==> config.mk <==
export PLATFORM = sky130hd
export DESIGN_NAME = line_refill_ctrl
export DESIGN_NICKNAME = d
export VERILOG_FILES = /design/src/rtl/line_refill_ctrl.sv
export SDC_FILE = /design/constraint.sdc
export NUM_CORES = 1
export LEC_CHECK = 0
export ABC_AREA = 1
export CAP_MARGIN = 20
export CORE_ASPECT_RATIO = 1.2
export CORE_MARGIN = 2
export CORE_UTILIZATION = 45
export CTS_BUF_LIST = sky130_fd_sc_hd__clkbuf_8
export CTS_CLUSTER_DIAMETER = 100
export DETAILED_ROUTE_END_ITERATION = 10
export PLACE_DENSITY_LB_ADDON = 0.08
export SLEW_MARGIN = 20
export SYNTH_ARGS = -nofsm -noshare
export SYNTH_HDL_FRONTEND = slang
export SYNTH_SLANG_ARGS = --single-unit
==> constraint.sdc <==
create_clock -name clk -period 3.9 [get_ports clk]
set_input_delay 0.78 -clock clk [delete_from_list [all_inputs] [get_ports clk]]
set_output_delay 0.78 -clock clk [all_outputs]
set_load 0.01 [all_outputs]
==> src/rtl/line_refill_ctrl.sv <==
// Miss-side refill engine for the split I/D caches: arbitrates misses (dcache first),
// fetches one line from memory and returns it to the owning cache as a single-cycle fill.
module line_refill_ctrl #(
  parameter int ADDR_W  = 32,
  parameter int IDX_W   = 5,
  parameter int OFF_W   = 3,
  parameter int TIMEOUT = 255
) (
  input  logic                           clk,
  input  logic                           rst_n,
  input  logic                           i_miss,
  input  logic [ADDR_W-1:0]              i_addr,
  input  logic                           d_miss,
  input  logic [ADDR_W-1:0]              d_addr,
  output logic                           mem_req,
  output logic [ADDR_W-1:0]              mem_addr,
  input  logic [63:0]                    mem_rdata,
  input  logic                           mem_rvalid,
  output logic                           i_fill,
  output logic                           d_fill,
  output logic [63:0]                    fill_line,
  output logic [IDX_W-1:0]               fill_idx,
  output logic [ADDR_W-IDX_W-OFF_W-1:0]  fill_tag,
  output logic                           i_stall,
  output logic                           d_stall,
  output logic                           err
);

  localparam int TAG_W = ADDR_W - IDX_W - OFF_W;
  localparam int LA_W  = ADDR_W - OFF_W;
  localparam int CNT_W = $clog2(TIMEOUT + 1);

  typedef enum logic [1:0] {IDLE, REQ, FILL} state_e;

  state_e            state_q, state_d;
  logic              own_dc_q, own_dc_d;
  logic [LA_W-1:0]   line_addr_q, line_addr_d;
  logic [CNT_W-1:0]  cnt_q, cnt_d;
  logic [63:0]       line_q, line_d;
  logic [IDX_W-1:0]  idx_q, idx_d;
  logic [TAG_W-1:0]  tag_q, tag_d;
  logic              err_q, err_d;

  // Only the line address is kept; the byte offset never reaches memory or the tags.
  logic unused_off;
  assign unused_off = ^{i_addr[OFF_W-1:0], d_addr[OFF_W-1:0]};

  always_comb begin
    state_d     = state_q;
    own_dc_d    = own_dc_q;
    line_addr_d = line_addr_q;
    cnt_d       = cnt_q;
    line_d      = line_q;
    idx_d       = idx_q;
    tag_d       = tag_q;
    err_d       = err_q;
    unique case (state_q)
      IDLE: begin
        if (d_miss) begin
          line_addr_d = d_addr[ADDR_W-1:OFF_W];
          own_dc_d    = 1'b1;
          cnt_d       = '0;
          state_d     = REQ;
        end else if (i_miss) begin
          line_addr_d = i_addr[ADDR_W-1:OFF_W];
          own_dc_d    = 1'b0;
          cnt_d       = '0;
          state_d     = REQ;
        end
      end
      REQ: begin
        // A response in the last allowed cycle still wins over the timeout.
        if (mem_rvalid) begin
          line_d  = mem_rdata;
          idx_d   = line_addr_q[IDX_W-1:0];
          tag_d   = line_addr_q[LA_W-1:IDX_W];
          cnt_d   = '0;
          state_d = FILL;
        end else if (cnt_q == CNT_W'(TIMEOUT - 1)) begin
          err_d   = 1'b1;
          cnt_d   = '0;
          state_d = IDLE;
        end else begin
          cnt_d = cnt_q + CNT_W'(1);
        end
      end
      FILL:    state_d = IDLE;
      default: state_d = IDLE;
    endcase
  end

  always_ff @(posedge clk) begin
    if (!rst_n) begin
      state_q     <= IDLE;
      own_dc_q    <= 1'b1;
      line_addr_q <= '0;
      cnt_q       <= '0;
      line_q      <= '0;
      idx_q       <= '0;
      tag_q       <= '0;
      err_q       <= 1'b0;
    end else begin
      state_q     <= state_d;
      own_dc_q    <= own_dc_d;
      line_addr_q <= line_addr_d;
      cnt_q       <= cnt_d;
      line_q      <= line_d;
      idx_q       <= idx_d;
      tag_q       <= tag_d;
      err_q       <= err_d;
    end
  end

  assign mem_req   = (state_q == REQ);
  assign mem_addr  = mem_req ? {line_addr_q, {OFF_W{1'b0}}} : '0;
  assign i_fill    = (state_q == FILL) & ~own_dc_q;
  assign d_fill    = (state_q == FILL) & own_dc_q;
  assign fill_line = line_q;
  assign fill_idx  = idx_q;
  assign fill_tag  = tag_q;
  assign err       = err_q;
  assign i_stall   = i_miss | ((state_q != IDLE) & ~own_dc_q);
  assign d_stall   = d_miss | ((state_q != IDLE) & own_dc_q);

endmodule

==> results of run 1 <==
-- cell type report --
| class | instances | share of cell area, % |
|---|---|---|
| inverters | 46 | 2.07 |
| clock buffers | 22 | 3.63 |
| clock inverters | 10 | 1.25 |
| repair buffers | 261 | 31.2 |
| flip-flops and latches | 134 | 32.2 |
| multi-input cells | 495 | 27.3 |
| well taps | 157 | 2.36 |
-- power by group --
| part | internal, W | switching [W] |
|---|---|---|
| logic | 0.000284 | 0.000286 |
| clock network | 0.000644 | 0.000504 |
| registers | 0.00145 | 0.0000509 |
-- per-layer routing --
layer | GRT usage, % | up-vias | routed length (um)
li1 | - | 2863 | -
met1 | 30.9 | 2656 | 7120
met2 | 42.8 | 260 | 8110
met3 | 9.47 | 28 | 1310
met4 | 8.95 | 0 | 427
met5 | 0 | - | 0
-- through the flow --
step	total power (W)	std cells	instance area, sq um
after floorplan	0.00179	737	5400
after global placement	0.00208	1093	7930
after detailed placement	0.00210	1093	7930
after CTS	0.00324	1125	8340
after global routing	0.00338	1125	8340
final	0.00322	1125	8340
-- worst min-delay path by stage --
stage | start | to | slack, ps | depth (start not counted)
6_report | fill_line[7]$_SDFFE_PN0P_ | fill_line[7]$_SDFFE_PN0P_ | 460 | 2
5_1_grt | fill_line[17]$_SDFFE_PN0P_ | fill_line[17]$_SDFFE_PN0P_ | 480 | 2
4_1_cts | fill_line[46]$_SDFFE_PN0P_ | fill_line[46]$_SDFFE_PN0P_ | 460 | 2
3_5_place_dp | fill_line[9]$_SDFFE_PN0P_ | fill_line[9]$_SDFFE_PN0P_ | 450 | 2
3_3_place_gp | fill_tag[11]$_SDFFE_PN0P_ | fill_tag[11]$_SDFFE_PN0P_ | 450 | 2
2_1_floorplan | cnt_q[5]$_SDFFE_PN0P_ | cnt_q[5]$_SDFFE_PN0P_ | 470 | 2
-- flip-flops by register name, summed over array words and instances, names as in the netlist --
name	flops
fill_tag	24
line_addr_q	29
cnt_q	8
fill_line	64
fill_idx	5
err	1
own_dc_q	1
state_q	2
-- cells in the final DEF (no fill, tap or decap), types with 2 or more instances in the layout --
cell type and instances:
inv_1 45, clkinvlp_4 3, clkinv_2 2, clkbuf_8 22, bufinv_16 2, a31oi_1 30, nand2_1 176, inv_2 4
a21oi_1 100, nor2_1 41, nand4_1 3, buf_4 7, o21ai_1 3, ha_1 2, dfxtp_1 134, clkdlybuf4s50_1 253
nand3_1 100, conb_1 3, nor3_1 3, o21ai_0 30
-- worst max-delay path, delay by kind of cell, from the launching register on --
family        cells  cell delay [ps]
simple gates      2              530
buf+inv           3              930
flops             1              390
-- cells by family after synthesis --
| logic type | share of synthesized area [%] |
|---|---|
| AO/OA/AOI/OAI | 15.8 |
| XOR/XNOR | 0.163 |
| adder cells (fa/ha/maj) | 0.464 |
| buffers and inverters | 8.34 |
| flip-flops | 49.8 |
| other | 0.0696 |
| AND/OR/NAND/NOR | 25.4 |
==> impl_metrics.csv, run 1 <==
group,metric,value,unit
outcome,status,"finished clean",
floorplan,core,11600,sq um
power_and_ir_drop,irDropWorstVdd,0.206,mV
global_routing,gr-total-overflow,0,
finish,regArea,2680,sq um
sta,tightest_slew,959,ps
sta,whs,461,ps
synth,ys_types,21,
global_routing,grt_pass1_wl,26200,um
floorplan,rows,43,
routing,dr_total_vias,5807,
placement,place_ws,1040,ps
global_routing,track_usage,25.7,%
sta,max_freq,324,MHz
routing,antenna_left,0,
sta,relSlewSlack,36.1,%
synth,yosys-top-cells-area,"dfxtp_1, nand2_1, a21oi_1",
floorplan,pin_count,264,
sta,final.setup.tns,0,ps
sta,clock-skew-final,11.3,ps
global_routing,antenna_found_initial,0,
routing,drc_errors,0,
clocking,hold_buffers,0,
clocking,post_cts_buffers,0,
clocking,clk_pin_slew,70,ps
placement,routabilityCongestion,0.817,
routing,drt-initial-drc-count,358,
synth,synthFlopType,"dfxtp_1",
run,maxCapViolCount,0,
synth,synthArstFlopShare,0,%
clocking,ctsRootBufferMaster,"clkbuf_8",
placement,dp_hpwl,11800,um
sta,setup_viol,0,
clocking,clkLatencyLatePin,440,ps
finish,utilization,71.8,%
finish,syn_to_final_growth,54.8,%
synth,ys_seq_area_share,49.8,%
setup_path,reg2reg_slack,1650,ps
synth,synth_seq_cells,134,
synth,synth_top_area_share,49.8,%
setup_path,arrival,2300,ps
clocking,clockBufferDepth,2,
placement,io_buffers,254,
routing,drtPass1Iterations,5,
clocking,cts_tree,"yes",
setup_path,rr_endpoint,"fill_line[35]$_SDFFE_PN0P_",
clocking,cts_sinks,134,
setup_path,timing.rr.start,"state_q[0]$_SDFFE_PN0P_",
synth,synth_most_common_cell,"nand2_1",
finish,layout.nets,1090,
clocking,cts.repair.resized,0,
synth,syn_area_per_cell,7.33,sq um
setup_path,cp.required,3120,ps
sta,period_needed,3080,ps
synth,yosys_warnings,0,
floorplan,die_y,124,um
synth,synthCells,735,
setup_path,slowest_delay,480,ps
synth,synth-edff-count,0,
global_routing,grt_max_degree,95,
floorplan,initial_utilization,46.4,%
routing,via_per_inst,5.16,
setup_path,crit_type,"reg -> out",
setup_path,path_cells,"inv_1 -> nand2_1 -> buf_4 -> nor2_1 -> clkdlybuf4s50_1",
sta,finalHoldViolations,0,
setup_path,crit_path_start_kind,"flop",
routing,routed_wl,17000,um
setup_path,crit_path_max_fanout,20,
floorplan,die-width,104,um
sta,period_share,79.0,%
power_and_ir_drop,p_per_area,386,nW/um^2
synth,syn_area,5390,sq um
finish,n_fill_cell,996,
clocking,cts_buffers,17,
finish,n_antenna_cell,0,
synth,yosysTopAreaCell,"dfxtp_1",
clocking,cts_max_level,4,
floorplan,die_area,12900,sq um
sta,rsz0062_at_grt,"no",
routing,wl_per_cell,15.1,um
finish,drive_above_1_share,4.44,%
setup_path,crit_start,"state_q[1]$_SDFFE_PN0P_",
sta,slew_violations,0,
finish,multi_input_area,2280,sq um
setup_path,crit_end,"mem_addr[22]",
power_and_ir_drop,p_leak,3.01,nW
synth,yosys-top-cells-count,"nand2_1, dfxtp_1, a21oi_1, nand3_1, inv_1",
sta,worst_slack,817,ps
hold_path,hp-class,"reg -> reg",
setup_path,end_kind,"output port",
setup_path,critPathSlowestCell,"clkdlybuf4s50_1",
global_routing,grt_pass1_vias,5394,
setup_path,rr_worst_depth,5,
Power figures use the tool's default switching activity.
==> run 2: changes to the inputs <==
Settings changed: CORE_UTILIZATION 45 to 42.
Clock period 3.9 ns to 2.87 ns, I/O delays scaled along.
==> impl_metrics.csv, run 2 (same netlist as run 1, synthesis figures left out) <==
group,metric,value,unit
power_and_ir_drop,p_per_area,514,nW/um^2
floorplan,core,12600,sq um
floorplan,rows,45,
global_routing,grt_max_degree,63,
setup_path,crit_path_max_fanout,22,
setup_path,crit_path_start_kind,"flop",
placement,dp_hpwl,11900,um
finish,syn_to_final_growth,55.6,%
sta,tightest_slew,620,ps
floorplan,die-width,107,um
setup_path,crit_buf_inv,3,
global_routing,grt_pass1_vias,5420,
sta,rsz0062_at_grt,"no",
routing,drt-initial-drc-count,349,
finish,n_antenna_cell,0,
finish,layout_common_cells,"clkdlybuf4s50_1, nand2_1, dfxtp_1",
sta,max_freq,378,MHz
global_routing,grt_pass1_wl,27000,um
finish,largest_reg_flops,64,
placement,routabilityCongestion,0.828,
clocking,cts_buffers,17,
floorplan,die_y,128,um
global_routing,track_usage,24.8,%
setup_path,critPathSlowestCell,"clkdlybuf4s50_1",
placement,io_buffers,254,
global_routing,gr-total-overflow,0,
finish,drive_above_1_share,4.94,%
clocking,ctsRootBufferMaster,"clkbuf_8",
floorplan,die_area,13800,sq um
setup_path,path_delay_family,"buffers and inverters",
sta,clock-skew-final,10.8,ps
sta,slew_violations,0,
sta,setup_viol,0,
setup_path,path_cells,"inv_1 -> nand2_2 -> buf_4 -> nor2_1 -> clkdlybuf4s50_1",
routing,antenna_left,0,
finish,n_fill_cell,1100,
floorplan,initial_utilization,42.7,%
finish,utilization,66.5,%
run,maxCapViolCount,0,
sta,period_needed,2650,ps
clocking,clk_pin_slew,70,ps
sta,period_share,92.3,%
hold_path,hp-class,"reg -> reg",
routing,routed_wl,17200,um
setup_path,slowest_delay,500,ps
routing,via_per_inst,5.08,
sta,finalHoldViolations,0,
finish,layout_commonest_cell,"clkdlybuf4s50_1",
clocking,clockBufferDepth,2,
outcome,status,"finished clean",
floorplan,pin_count,264,
routing,dr_total_vias,5770,
power_and_ir_drop,p_leak,3.03,nW
sta,relSlewSlack,58.6,%
sta,final.setup.tns,0,ps
power_and_ir_drop,irDropWorstVdd,0.248,mV
routing,drtPass1Iterations,5,
finish,layout.nets,1095,
clocking,cts_sinks,134,
routing,drc_errors,0,
setup_path,crit_type,"reg -> out",
setup_path,cp.required,2300,ps
clocking,cts_tree,"yes",
clocking,clkLatencyLatePin,430,ps
setup_path,end_kind,"output port",
setup_path,arrival,2070,ps
clocking,cts_max_level,4,
global_routing,antenna_found_initial,0,
routing,wl_per_cell,15.1,um
## run 2: cell count changes in the layout (fill, tap and decap cells not counted), sizes merged
cell,delta
clkbuf,-3
buf,+5
clkinv,+2
## run 2: worst min-delay path, delay by kind of cell (launching register included)
family / cells / cell delay [ps]
AOI/OAI and AO/OA: 1 / 50
DFF: 1 / 310
and+or+nand+nor: 1 / 60
## run 2: worst paths after layout
| check | startpoint | endpoint | slack [ps] | depth (start not counted) |
|---|---|---|---|---|
| min reg2reg | fill_idx[1]$_SDFFE_PN0P_ | fill_idx[1]$_SDFFE_PN0P_ | 460 | 2 |
| max reg2reg | state_q[0]$_SDFFE_PN0P_ | cnt_q[2]$_SDFFE_PN0P_ | 800 | 9 |
| min | fill_idx[1]$_SDFFE_PN0P_ | fill_idx[1]$_SDFFE_PN0P_ | 460 | 2 |
| max | state_q[1]$_SDFFE_PN0P_ | mem_addr[8] | 220 | 5 |
## run 2: where the power goes
group          leakage (nW)  switching, W  internal (W)  total, W
combinational          1.74      0.000396      0.000400  0.000795
sequential             1.09     0.0000695       0.00197   0.00204
clock                 0.197      0.000683      0.000796   0.00148
## run 2: cell type report
class,instances,area [sq um],share of cell area [%]
clock buffers,19,262,3.12
well taps,164,205,2.45
multi-input cells,495,2280,27.2
repair buffers,266,2670,31.8
clock inverters,12,114,1.36
inverters,46,173,2.06
flip-flops and latches,134,2680,32.0
## run 2: timing repair
action                                  CTS  global route
buffers inserted                          0             0
gates resized for setup                   0             1
hold buffers                              0             0
endpoints found under the setup margin    0            22
## run 2: per-stage QoR
step	cells	hold WS, ps	area, sq um	worst slack (ps)	power (W)
floorplan	737	466	5400	1220	0.00244
global placement	1105	448	8010	451	0.00285
detailed placement	1105	452	8010	430	0.00287
CTS	1136	462	8380	32.2	0.00435
global route	1136	474	8380	64.3	0.00452
finish	1136	460	8380	222	0.00431
## run 2: per-layer routing
| layer | GRT usage [%] | vias up | routed length, um |
|---|---|---|---|
| met5 | 0 | - | 0 |
| met4 | 8.60 | 0 | 299 |
| met3 | 6.76 | 21 | 1340 |
| met2 | 42.6 | 222 | 8600 |
| met1 | 29.8 | 2656 | 6960 |
| li1 | - | 2871 | - |
